### src/rtl/sub86_ifetch_if.sv
// Core-side fetch and program-memory bus signals of the sub86 instruction fetch unit.
// master = fetch unit, slave = core/memory side.
interface sub86_ifetch_if;
   logic [31:0] IA;
   logic [15:0] ID;
   logic        HOLD;
   logic [31:0] MA;
   logic        MREQ;
   logic        MACK;
   logic [31:0] MD;

   modport master (input IA, MACK, MD, output ID, HOLD, MA, MREQ);
   modport slave  (output IA, MACK, MD, input ID, HOLD, MA, MREQ);
endinterface

### src/rtl/sub86_ifetch.sv
// sub86 instruction fetch/prefetch unit: word queue in front of a req/ack program memory.
// Define IFETCH_FWD_EN to forward MD straight to ID on the acknowledge cycle.
//
// state     | meaning
// S_IDLE    | no request outstanding; issue when queue has room or on redirect
// S_REQ     | request outstanding, its data goes to the queue tail
// S_DISCARD | request outstanding, its data is dropped (redirect arrived)
module sub86_ifetch #(
   parameter int DEPTH = 4
) (
   input logic             CLK,
   input logic             RST,
   sub86_ifetch_if.master  bus
);

   localparam int AW = $clog2(DEPTH);

   typedef logic [AW-1:0] ptr_t;
   typedef logic [AW:0]   cnt_t;
   typedef enum logic [1:0] {S_IDLE, S_REQ, S_DISCARD} state_t;

   localparam cnt_t CNT_FULL = cnt_t'(DEPTH);
   localparam ptr_t PTR_ONE  = ptr_t'(1);

   state_t      state_q, state_d;
   logic        mreq_q, mreq_d;
   logic [29:0] ma_q, ma_d;
   logic [29:0] fp_q, fp_d;
   logic [29:0] tag_q, tag_d;
   ptr_t        rd_q, rd_d;
   cnt_t        cnt_q, cnt_d;
   logic [31:0] mem_q [DEPTH];
   logic [31:0] mem_d [DEPTH];

   logic [29:0] ia_w;
   logic [29:0] off;
   logic        hit, adv, pend, redirect, ack, fwd;
   logic        wr_en, do_issue;
   logic [29:0] issue_w;
   ptr_t        wr_idx, sel_idx;
   logic [31:0] sel_word, src_word;
   logic [15:0] hw;
   logic        unused_ia0;

   assign unused_ia0 = bus.IA[0];
   assign ia_w       = bus.IA[31:2];
   assign off        = ia_w - tag_q;
   assign ack        = mreq_q && bus.MACK;

   assign hit = (cnt_q != '0) && (off == '0);
   assign adv = (cnt_q > cnt_t'(1)) && (off == 30'd1);

   // Not yet in the queue, but it is exactly the word already on its way:
   // wait for it rather than flushing.
   assign pend = (state_q != S_IDLE) &&
                 (((cnt_q == '0) && (off == '0)) ||
                  ((cnt_q == cnt_t'(1)) && (state_q == S_REQ) && (off == 30'd1)));

   assign redirect = !hit && !adv && !pend;

`ifdef IFETCH_FWD_EN
   assign fwd = !hit && !adv && (state_q == S_REQ) && ack && (ma_q == ia_w);
`else
   assign fwd = 1'b0;
`endif

   assign wr_idx   = rd_q + cnt_q[AW-1:0];
   assign sel_idx  = adv ? (rd_q + PTR_ONE) : rd_q;
   assign sel_word = mem_q[sel_idx];
   assign src_word = fwd ? bus.MD : sel_word;
   assign hw       = bus.IA[1] ? src_word[31:16] : src_word[15:0];

   assign bus.HOLD = !(hit || adv || fwd);
   assign bus.ID   = (hit || adv || fwd) ? {hw[7:0], hw[15:8]} : 16'h0000;
   assign bus.MA   = {ma_q, 2'b00};
   assign bus.MREQ = mreq_q;

   always_comb begin
      state_d  = state_q;
      mreq_d   = mreq_q;
      ma_d     = ma_q;
      fp_d     = fp_q;
      tag_d    = tag_q;
      rd_d     = rd_q;
      cnt_d    = cnt_q;
      mem_d    = mem_q;
      wr_en    = 1'b0;
      do_issue = 1'b0;
      issue_w  = fp_q;

      if (redirect) begin
         cnt_d = '0;
         tag_d = ia_w;
      end else begin
         wr_en = (state_q == S_REQ) && ack;
         if (wr_en) mem_d[wr_idx] = bus.MD;
         cnt_d = cnt_q + cnt_t'(wr_en) - cnt_t'(adv);
         if (adv) begin
            rd_d  = rd_q + PTR_ONE;
            tag_d = tag_q + 30'd1;
         end
      end

      case (state_q)
         S_IDLE: begin
            if (redirect) begin
               do_issue = 1'b1;
               issue_w  = ia_w;
            end else if (cnt_q < CNT_FULL) begin
               do_issue = 1'b1;
            end
         end
         S_REQ: begin
            if (redirect) begin
               if (ack) begin
                  do_issue = 1'b1;
                  issue_w  = ia_w;
               end else begin
                  state_d = S_DISCARD;
                  fp_d    = ia_w;
               end
            end else if (ack) begin
               if (cnt_d < CNT_FULL) begin
                  do_issue = 1'b1;
               end else begin
                  state_d = S_IDLE;
                  mreq_d  = 1'b0;
               end
            end
         end
         S_DISCARD: begin
            if (ack) begin
               do_issue = 1'b1;
               issue_w  = redirect ? ia_w : fp_q;
            end else if (redirect) begin
               fp_d = ia_w;
            end
         end
         default: begin
            state_d = S_IDLE;
            mreq_d  = 1'b0;
         end
      endcase

      if (do_issue) begin
         state_d = S_REQ;
         mreq_d  = 1'b1;
         ma_d    = issue_w;
         fp_d    = issue_w + 30'd1;
      end
   end

   always_ff @(posedge CLK or posedge RST) begin
      if (RST) begin
         state_q <= S_IDLE;
         mreq_q  <= 1'b0;
         ma_q    <= '0;
         fp_q    <= '0;
         tag_q   <= '0;
         rd_q    <= '0;
         cnt_q   <= '0;
         for (int i = 0; i < DEPTH; i++) mem_q[i] <= '0;
      end else begin
         state_q <= state_d;
         mreq_q  <= mreq_d;
         ma_q    <= ma_d;
         fp_q    <= fp_d;
         tag_q   <= tag_d;
         rd_q    <= rd_d;
         cnt_q   <= cnt_d;
         mem_q   <= mem_d;
      end
   end

endmodule

### src/flat_wrapper.sv
// flat-port wrapper written by rule: the top's interface ports become plain ports
module sub86_ifetch_flat 
#(
   parameter int DEPTH = 4
)
  (CLK, RST, bus_IA, bus_MACK, bus_MD, bus_ID, bus_HOLD, bus_MA, bus_MREQ);
  sub86_ifetch_if bus_i ();
  input logic CLK;
  input logic RST;
  input wire logic [$bits(bus_i.IA)-1:0] bus_IA;
  input wire logic [$bits(bus_i.MACK)-1:0] bus_MACK;
  input wire logic [$bits(bus_i.MD)-1:0] bus_MD;
  output wire logic [$bits(bus_i.ID)-1:0] bus_ID;
  output wire logic [$bits(bus_i.HOLD)-1:0] bus_HOLD;
  output wire logic [$bits(bus_i.MA)-1:0] bus_MA;
  output wire logic [$bits(bus_i.MREQ)-1:0] bus_MREQ;
  assign bus_i.IA = bus_IA;
  assign bus_i.MACK = bus_MACK;
  assign bus_i.MD = bus_MD;
  assign bus_ID = bus_i.ID;
  assign bus_HOLD = bus_i.HOLD;
  assign bus_MA = bus_i.MA;
  assign bus_MREQ = bus_i.MREQ;
  sub86_ifetch #(.DEPTH(DEPTH)) u_core (.CLK(CLK), .RST(RST), .bus(bus_i));
endmodule
### config.mk
export PLATFORM = sky130hd
export DESIGN_NAME = sub86_ifetch_flat
export DESIGN_NICKNAME = d
export VERILOG_FILES = /design/src/rtl/sub86_ifetch_if.sv /design/src/rtl/sub86_ifetch.sv /design/src/flat_wrapper.sv
export SDC_FILE = /design/constraint.sdc
export NUM_CORES = 1
export LEC_CHECK = 0
export ABC_CLOCK_PERIOD_IN_PS = 17700
export BUFFER_PORTS_ARGS = -buffer_cell sky130_fd_sc_hd__buf_2
export CAP_MARGIN = 20
export CORE_UTILIZATION = 65
export CTS_CLUSTER_SIZE = 12
export DETAILED_ROUTE_END_ITERATION = 7
export GPL_TIMING_DRIVEN = 0
export PLACE_DENSITY = 0.91
export SLEW_MARGIN = 20
export SYNTH_ARGS = -nofsm -noshare
export SYNTH_HDL_FRONTEND = slang
export SYNTH_SLANG_ARGS = --single-unit
### constraint.sdc
create_clock -name CLK -period 17.7 [get_ports CLK]
set_input_delay 0 -clock CLK [delete_from_list [all_inputs] [get_ports CLK]]
set_output_delay 0 -clock CLK [all_outputs]
set_load 0.05 [all_outputs]
## Word level (Yosys, flattened, before mapping)

Index checks and enable logic that the tools add are counted.

- Register bits: 226
- Bits of input ports: 67
- Output and inout bits: 50
- Word-level logic and storage cells: 110

- Add/subtract/negate cells: 7
- Magnitude comparators: 6
- Equal/unequal tests: 14
- Muxes and demuxes: 40
- Bitwise operators: 3
- Reductions and logical operators: 29

Operators with widths:

| cell | number |
|---|---|
| 30-bit two-way mux | 10 |
| 128-bit bitwise mux | 1 |
| 32-bit two-way mux | 3 |
| 30-bit case mux with 3 select lines | 1 |
| 32-bit binary-select mux with 2-bit select | 1 |
| 32-bit demux with 2-bit select | 1 |
| 30-bit by 1-bit adder with 30-bit output, second input constant | 2 |
| 30-bit case mux with 2 select lines | 1 |
| 16-bit two-way mux | 2 |
| 30-bit by 1-bit equality test with 1-bit output, second input constant | 1 |
| 30-bit zero test | 1 |
| 30-bit subtractor | 1 |
| 2-bit two-way mux | 6 |
| 4-bit AND reduction | 3 |
| 1-bit logical AND | 11 |
| 1-bit two-way mux | 10 |
| 3-bit != test, second input constant | 3 |
| 3-bit greater-or-equal comparator, second input constant | 2 |
| 3-bit less-than comparator, second input constant | 2 |
| 3-bit by 1-bit != test with 1-bit output, second input constant | 2 |
| 2-bit NOT with 3-bit output | 2 |
| 3-bit nonzero test | 2 |
| 1-bit zero test | 4 |
| 4-bit by 1-bit != test with 1-bit output, second input constant | 1 |
| 24 further kinds | 26 |

## Depth between registers and ports, before layout

Gate-level depths: netlist (run 1).

- Depth in word-level cells: 15
- Gate-level depth with buffers: 27
- Depth with buffers taken out: 25

## Worst setup path after synthesis (run 1)

OpenSTA, ideal clock, no wires.

- Path kind: register to register
- From: register u_core.tag_q[0]
- To: register u_core.state_q[0]
- Arrival time: 5.849 ns
- Data required time: 17.557 ns
- Path slack: 11.709 ns
- Stages on the path, launching flop included: 25
- Buffers on the path: 2
- Period minus slack after synthesis: 5.991 ns
- Cell sequence: dfrtp_1 -> ha_1 -> fa_1 -> nand2b_1 -> a211oi_4 -> o211ai_2 -> and2_1 -> a2111o_1 -> nor4b_2 -> nand4bb_1 -> or4_4 -> nor3_2 -> ha_1 -> inv_1 -> ha_1 -> inv_1 -> fa_1 -> xnor2_1 -> o31a_1 -> nor2_1 -> nor2_1 -> o21ai_1 -> buf_2 -> clkbuf_1 -> o21ai_0

- Word-level cells in the longest chain between the ends: 15

RTL lines:

| item | RTL line | RTL |
|---|---|---|
| from (decl) | sub86_ifetch.sv:29 | `logic [29:0] tag_q, tag_d;` |
| from (signal assigned) | sub86_ifetch.sv:168 | `tag_q <= tag_d;` |
| 30-bit subtractor * | sub86_ifetch.sv:47 | `assign off = ia_w - tag_q;` |
| parallel branches: the longest is 14 deep, another holds 3-bit by 1-bit subtractor with 3-bit output | n/a |  |
| to (signal assigned) | sub86_ifetch.sv:164 | `state_q <= state_d;` |
| to (decl) | sub86_ifetch.sv:25 | `state_t state_q, state_d;` |

Every way passes the cells marked *.
A chain may end at the register's enable or synchronous reset.

## Worst setup path in the final report (run 1)

- From: register u_core.tag_q[0]
- To: register u_core.ma_q[17]

- Word-level cells in the longest chain between the ends: 13

RTL lines:

| item | RTL line | RTL |
|---|---|---|
| 30-bit subtractor * | sub86_ifetch.sv:47 |  |
| parallel branches: the longest is 12 deep, another holds 3-bit by 1-bit subtractor with 3-bit output | n/a |  |
| to (signal assigned) | sub86_ifetch.sv:166 | `ma_q <= ma_d;` |
| to (decl) | sub86_ifetch.sv:27 | `logic [29:0] ma_q, ma_d;` |

Marks and branches as above.

==> results of run 1 <==
## report_power, final
part | switching (uW) | total (uW) | internal (uW)
Sequential | 68.3 | 668 | 600
Clock | 230 | 540 | 310
Combinational | 837 | 1220 | 381
Total | 1130 | 2420 | 1290
## layout make-up
type	count	area [sq um]
plain buffers	92	425
multi-input cells	1213	9170
flip-flops and latches	226	5660
clock inverters	10	121
repair buffers	177	1250
inverters	59	229
clock buffers	37	712
fillers	1532	5450
well taps	319	399
## placed cells by master, fill, tap and decap left out, drive strengths merged, types with 12 or more instances in the layout
master         n
buf          159
ha            39
and3          15
or3           13
xnor2         39
xor2          14
a31oi         12
nand4         15
nand2        187
and4          12
a21oi         89
mux2i         94
a221oi        15
and2          17
dlygate4sd3   62
nor4          15
clkbuf        85
nor2         111
o211ai        12
mux2         157
o21a          13
inv           59
nand3         34
a211oi        13
mux4          16
nor3          41
o21ai         95
a21o          16
dfrtp        226
## logic make-up after synthesis
family / after synthesis / synth area share, %
xor+xnor: 53 / 3.00
mux: 267 / 19.9
compound gates: 357 / 16.6
buf+inv: 151 / 4.19
flops: 226 / 36.6
fa+ha+maj: 41 / 3.42
other cells: 1 / 0.0243
simple gates: 493 / 16.3
## critical path, stage by stage, from the launching register on
cell	delay, ns
dfrtp_1	0.47
ha_1	0.28
fa_1	0.43
nand2b_1	0.23
a211oi_4	0.38
o211ai_2	0.14
and2_1	0.19
a2111o_1	0.45
nor4b_2	0.32
nand4bb_1	0.18
or4_4	0.63
nor3_2	0.48
ha_1	0.43
inv_1	0.12
ha_1	0.16
inv_1	0.06
fa_1	0.38
xnor2_1	0.26
o31a_1	0.16
nor2_1	0.04
nor2_1	0.26
o21a_1	0.17
clkbuf_1	0.52
clkbuf_1	0.66
buf_1	0.45
a21oi_1	0.15
## state kept, by name (all words and copies together), names as in the netlist
name             count
u_core.mem_q       128
u_core.fp_q         30
u_core.ma_q         30
u_core.tag_q        30
u_core.cnt_q         3
u_core.rd_q          2
u_core.state_q       2
u_core.bus.MREQ      1
## path summary, 6_finish.rpt
path | startpoint | end | slack [ns] | depth (start not counted)
setup / recovery | u_core.tag_q[0]$_DFFE_PP0P_ | u_core.ma_q[17]$_DFFE_PP0P_ | 9.51 | 25
hold / removal | RST | u_core.fp_q[3]$_DFFE_PP0P_ | 0.04 | 3
setup reg to reg | u_core.tag_q[0]$_DFFE_PP0P_ | u_core.ma_q[17]$_DFFE_PP0P_ | 9.51 | 25
hold reg to reg | u_core.ma_q[16]$_DFFE_PP0P_ | u_core.ma_q[16]$_DFFE_PP0P_ | 0.47 | 2
max in group asynchronous | RST | u_core.mem_q[3]$_DFFE_PP0P_ | 16.78 | 4
min in group CLK | bus_IA[2] | u_core.tag_q[0]$_DFFE_PP0P_ | 0.09 | 4
## per-stage QoR
step / power, uW / instances / worst slack, ns
floorplan: 1490 / 1590 / 11.51
global placement: 1780 / 2021 / 9.37
detailed placement: 1810 / 2023 / 10.09
CTS: 2360 / 2132 / 9.96
global route: 2510 / 2133 / 9.37
finish: 2420 / 2133 / 9.51
## layer usage
layer / track usage, % / vias to the layer above
li1: - / 6233
met1: 58.1 / 7108
met2: 69.7 / 1243
met3: 13.1 / 368
met4: 27.8 / 2
met5: 0 / -
==> metrics.md, run 1 <==
| Metric | Value |
|---|---|
| Status | complete, but fails checks |
| Failing checks | DRC |
| Relative slew slack | 20.5% |
| Final period utilization | 46.3% |
| Diode count | 0 |
| Power Dens Cells | 135 nW/um^2 |
| Final hold vios | 0 |
| Drt first-iter violations | 2214 |
| Leak Pwr | 0.00854 uW |
| Most common cell in the netlist | dfrtp_1 |
| Top routing layer used | met5 |
| Die height | 156 um |
| CTS resizes | 0 |
| Peak Freq | 122 MHz |
| Met1 Wirelength | 19700 um |
| Max_cap viols | 0 |
| Final Util | 76.7% |
| Fraction of registers with async set/reset | 100% |
| Starting density of the core | 66.0% |
| Detail-routed via count per cell | 7.01 |
| RSZ-0062 raised after global routing | no |
| CP endpoint kind | flip-flop |
| DR vias | 14954 |
| Mapped Avg Cell Area | 9.73 sq um |
| WL/cell | 26.0 um |
| Arrival time at the worst endpoint | 8.57 ns |
| Synth top area share | 36.6% |
| Final wirelength | 55400 um |
| Tot GR Track Use | 45.9% |
| Crit Path Max Fanout | 10 |
| Post-Synthesis Cell Area | 15500 sq um |
| Initial antenna violation count | 1 |
| Final setup fails | 0 |
| Layout cells sized above 1 | 23.9% |
| Grt ovf | 0 |
| Mapped Cells | 1589 |
| Top cells by count, synth | dfrtp_1, nand2_1, mux2_2 |
| CTS buffer count | 26 |
| Max clock buf depth | 3 |
| Worst endpoint required time | 18.07 ns |
| Routed wl met3 | 7350 um |
| Post-route cell area | 18000 sq um |
| RePlAce Congestion | 1.01 |
| Post-DRT Antenna Nets | 0 |
| Area grow syn2layout | 16.2% |
| Final Skew | 0.0169 ns |
| TritonRoute pass-1 iters | 8 |
| Clock slew at reported path FFs | 0.07 ns |
| Placed Area | 16500 sq um |
| Met2 WL post-DR | 24400 um |
| # Post-CTS Setup Buffers | 0 |
| Synth area leader | dfrtp_1 |
| Area contributors post-synth | dfrtp_1, mux2_2, mux2i_1 |
| Minimum hold slack | 0.0361 ns |
| Most used flip-flop cell after synthesis | dfrtp_1 |
| Core ar. | 23400 sq um |
| Worst-skew pair later-pin latency | 0.55 ns |
| Yosys reg bits | 226 |
| Crit path launch type | flip-flop |
| Largest net degree at the start of global routing | 104 |
| Tmin final | 8.19 ns |
| Crit path kind | reg -> reg |
| Yosys synthesis warning count | 0 |
| Slew @ Worst Pin | 1.18 ns |
| H-tree lvl count | 1 |
| I/O pin total | 117 |
| Worst Hold Class | in -> async |
| Clk sinks | 226 |
| EDFF count, synth | 0 |
| Register area share after synthesis | 36.6% |
| Number of global-route vias before repair | 14855 |
| DRC Markers | 2 |
| HPWL after detailed placement | 36100 um |
| Setup TNS | 0 ns |
| Full die area | 24400 sq um |
| Root buffer cell | clkbuf_16 |
| Worst-case vdd ir drop | 0.175 mV |
| I/O Buffers | 112 |
| Pins Over Slew Limit | 0 |
| Rows | 56 |
| Hold-fix buffers at CTS | 62 |
| Yosys cell types | 108 |
| Layout net count | 1903 |
| Die width | 156 um |
| CTS tree | built |
| First-pass GRT wire length | 84600 um |
(Power assumes the default switching activity.)
==> run 2, diff against run 1 <==
--- a/config.mk
+++ b/config.mk
@@ -5,14 +5,14 @@
 export SDC_FILE = /design/constraint.sdc
 export NUM_CORES = 1
 export LEC_CHECK = 0
-export ABC_CLOCK_PERIOD_IN_PS = 17700
+export ABC_CLOCK_PERIOD_IN_PS = 6900
 export BUFFER_PORTS_ARGS = -buffer_cell sky130_fd_sc_hd__buf_2
 export CAP_MARGIN = 20
-export CORE_UTILIZATION = 65
+export CORE_UTILIZATION = 56
 export CTS_CLUSTER_SIZE = 12
 export DETAILED_ROUTE_END_ITERATION = 7
 export GPL_TIMING_DRIVEN = 0
-export PLACE_DENSITY = 0.91
+export PLACE_DENSITY = 0.84
 export SLEW_MARGIN = 20
 export SYNTH_ARGS = -nofsm -noshare
 export SYNTH_HDL_FRONTEND = slang
==> constraint.sdc (replaced) <==
create_clock -name CLK -period 6.9 [get_ports CLK]
set_input_delay 0 -clock CLK [delete_from_list [all_inputs] [get_ports CLK]]
set_output_delay 0 -clock CLK [all_outputs]
set_load 0.05 [all_outputs]
==> run 2 against run 1 <==
Against the previous run:
- the flow now finishes without violations
- core utilization decreased by 10 points
- non-clock buffer count increased by 2
- sequential power increased to 2.6 times the previous value
- sequential share of layout area about the same
- critical path type is now reg -> out
- highest routed layer is now met4
- clock skew about the same
==> metrics.md, run 2 (synthesized netlist as in run 1, its figures left out) <==
| Metric | Value |
|---|---|
| Fill cell count | 2039 (+33%) |
| Final hold vios | 0 (unchanged) |
| Full die area | 28300 sq um (+16%) |
| Relative slew slack | 27.4% (+6.9 points) |
| CTS buffer count | 24 (-7.7%) |
| Layout net count | 1903 (unchanged) |
| CP peak stage delay | 0.78 ns (+0.12 ns) |
| Drt first-iter violations | 1547 (-30%) |
| Max_cap viols | 0 (unchanged) |
| Top delay family on crit path | simple AND/OR/NAND/NOR gates |
| Die height | 168 um (+7.6%) |
| Clock slew at reported path FFs | 0.06 ns (about the same) |
| Crit-path slowest cell | clkbuf_1 |
| RR Endpoint | u_core.fp_q[11]$_DFFE_PP0P_ |
| Largest net degree at the start of global routing | 85 (-18%) |
| Top routing layer used | met4 |
| Crit Path Max Fanout | 10 (unchanged) |
| Post-DRT Antenna Nets | 0 (unchanged) |
| Starting density of the core | 57.2% (-8.9 points) |
| Worst setup path end | bus_ID[5] |
| Layout cells sized above 1 | 24.5% (+0.59 points) |
| Detail-routed via count per cell | 6.68 (-4.7%) |
| Final period utilization | 96.5% |
| Non-filler cells, final | 2148 (+0.70%) |
| Final Skew | 0.0171 ns (+0.000119 ns) |
| Worst-skew pair later-pin latency | 0.55 ns (about the same) |
| Rows | 60 (+7.1%) |
| Worst r2r src | u_core.tag_q[0]$_DFFE_PP0P_ |
| HPWL after detailed placement | 36400 um (+0.75%) |
| DRC Markers | 0 (-2) |
| Crit path kind | reg -> out |
| Power Dens Cells | 338 nW/um^2 (+150%) |
| CP Launch Point | u_core.tag_q[0]$_DFFE_PP0P_ |
| Arrival time at the worst endpoint | 6.66 ns (-1.91 ns) |
| Worst Hold Class | in -> reg |
| Worst R2R Setup Slack | 0.28 ns (-9.23 ns) |
| H-tree lvl count | 1 (unchanged) |
| Max reg flops | 128 (unchanged) |
| R2R cell count | 23 (-8.0%) |
| WL/cell | 24.1 um (-7.1%) |
| Crit path launch type | flip-flop |
| Met1 Wirelength | 20600 um (+4.9%) |
| Tmin final | 6.66 ns |
| Worst-case vdd ir drop | 0.422 mV (+140%) |
| First-pass GRT wire length | 79600 um (-6.0%) |
| Crit path cell chain | ha_1 > fa_1 > nand2b_1 > a211oi_4 > o21ai_2 > a2111oi_1 > o21ai_1 > and2_1 > or3_1 > or4_4 > nor3_4 > xnor2_1 > clkbuf_1 > mux2i_1 > mux4_2 > nor2_1 > buf_2 |
| Overall power | 6070 uW (+150%) |
| Status | finished, final reports clean |
| Dpl cells | 2045 (+1.1%) |
| Slew @ Worst Pin | 1.08 ns (-0.105 ns) |
| Pins Over Slew Limit | 0 (unchanged) |
| Final wirelength | 51900 um (-6.4%) |
| TritonRoute pass-1 iters | 5 (-3) |
| Peak Freq | 150 MHz |
| Core ar. | 27000 sq um (+15%) |
| Largest Register | u_core.mem_q |
| RSZ-0062 raised after global routing | no |
| DR vias | 14344 (-4.1%) |
| Diode count | 0 (unchanged) |
| Final setup fails | 0 (unchanged) |
| WP buf/inv | 2 (-3) |
| Grt ovf | 0 (unchanged) |
| Clk sinks | 226 (unchanged) |
| Met2 WL post-DR | 23500 um (-3.6%) |
| Leak Pwr | 0.00858 uW (+0.37%) |
| Die width | 168 um (+7.6%) |
| Root buffer cell | clkbuf_16 |
| Worst endpoint required time | 6.90 ns (-11.17 ns) |
| Most common cell after layout, fill and taps aside | dfrtp_1 |
| Max clock buf depth | 3 (unchanged) |
| Number of global-route vias before repair | 14079 (-5.2%) |
| CTS tree | built |
| Tot GR Track Use | 36.5% (-9.4 points) |
| WP depth | 17 (-32%) |
| Area grow syn2layout | 16.2% (about the same) |
| Commonest cells after routing, fill and taps aside | dfrtp_1, nand2_1, mux2_2 |
| RePlAce Congestion | 0.998 (-0.96%) |
| Routed wl met3 | 5240 um (-29%) |
| I/O pin total | 117 (unchanged) |
| CP endpoint kind | primary output |
| Initial antenna violation count | 0 (-1) |
| I/O Buffers | 112 (unchanged) |
[run 2: worst min-delay path: stages]
cell and delay [ns]:
buf_2 0.14, inv_1 0.15, a22oi_1 0.13, o21a_1 0.12
[run 2: routing by layer]
layer | GRT usage [%] | vias up
li1 | - | 6212
met1 | 48.8 | 7020
met5 | 0 | -
met3 | 7.12 | 209
met4 | 18.2 | 0
met2 | 56.8 | 903
[run 2: power by group]
group | switching, uW | total, uW | internal (uW) | leakage (uW)
combinational | 2100 | 3120 | 1010 | 0.00526
sequential | 168 | 1710 | 1540 | 0.00297
clock | 556 | 1250 | 696 | 0.000347
[run 2: cell type report]
type,count,area [sq um],share of cell area [%]
multi-input combinational,1213,9210,51.3
timing repair buffer,180,1270,7.05
clock inverter,5,63.8,0.355
sequential,226,5660,31.5
tap,341,427,2.38
inverter,59,229,1.27
clock buffer,33,654,3.64
buffer,91,453,2.52
[run 2: through the flow]
stage / hold slack (ns) / setup WS (ns) / util (%) / TNS, ns / area [sq um]
floorplan: 0.117 / 0.709 / - / 0 / 15500
global placement: 0.272 / -1.53 / 60.8 / -358.34 / 16400
detailed placement: 0.0765 / -0.727 / 61.1 / -23.13 / 16500
CTS: 0.00781 / 0.0199 / 66.2 / 0 / 17900
global route: 0.0392 / 0.0125 / 66.5 / 0 / 18000
finish: 0.0426 / 0.239 / 66.5 / 0 / 18000
[run 2: how the worst min path moves through the flow]
stage / start / end / slack (ns) / cells after the start
final: bus_IA[2] / u_core.tag_q[0]$_DFFE_PP0P_ / 0.04 / 4
after global routing: bus_IA[2] / u_core.tag_q[0]$_DFFE_PP0P_ / 0.04 / 4
after CTS: bus_IA[2] / u_core.tag_q[0]$_DFFE_PP0P_ / 0.008 / 4
after detailed placement: RST / u_core.ma_q[10]$_DFFE_PP0P_ / 0.08 / 2
after global placement: bus_MD[4] / u_core.mem_q[100]$_DFFE_PP0P_ / 0.27 / 2
after floorplan: bus_IA[12] / u_core.tag_q[10]$_DFFE_PP0P_ / 0.12 / 2
[run 2: timing repair]
item / 4_1_cts / 5_1_grt
endpoints found under the setup margin: 72 / 76
endpoints found under the hold margin: 314 / 0
hold buffers: 62 / 0
resized for setup: 13 / 22
pin swaps: 0 / 5
setup buffers: 0 / 4
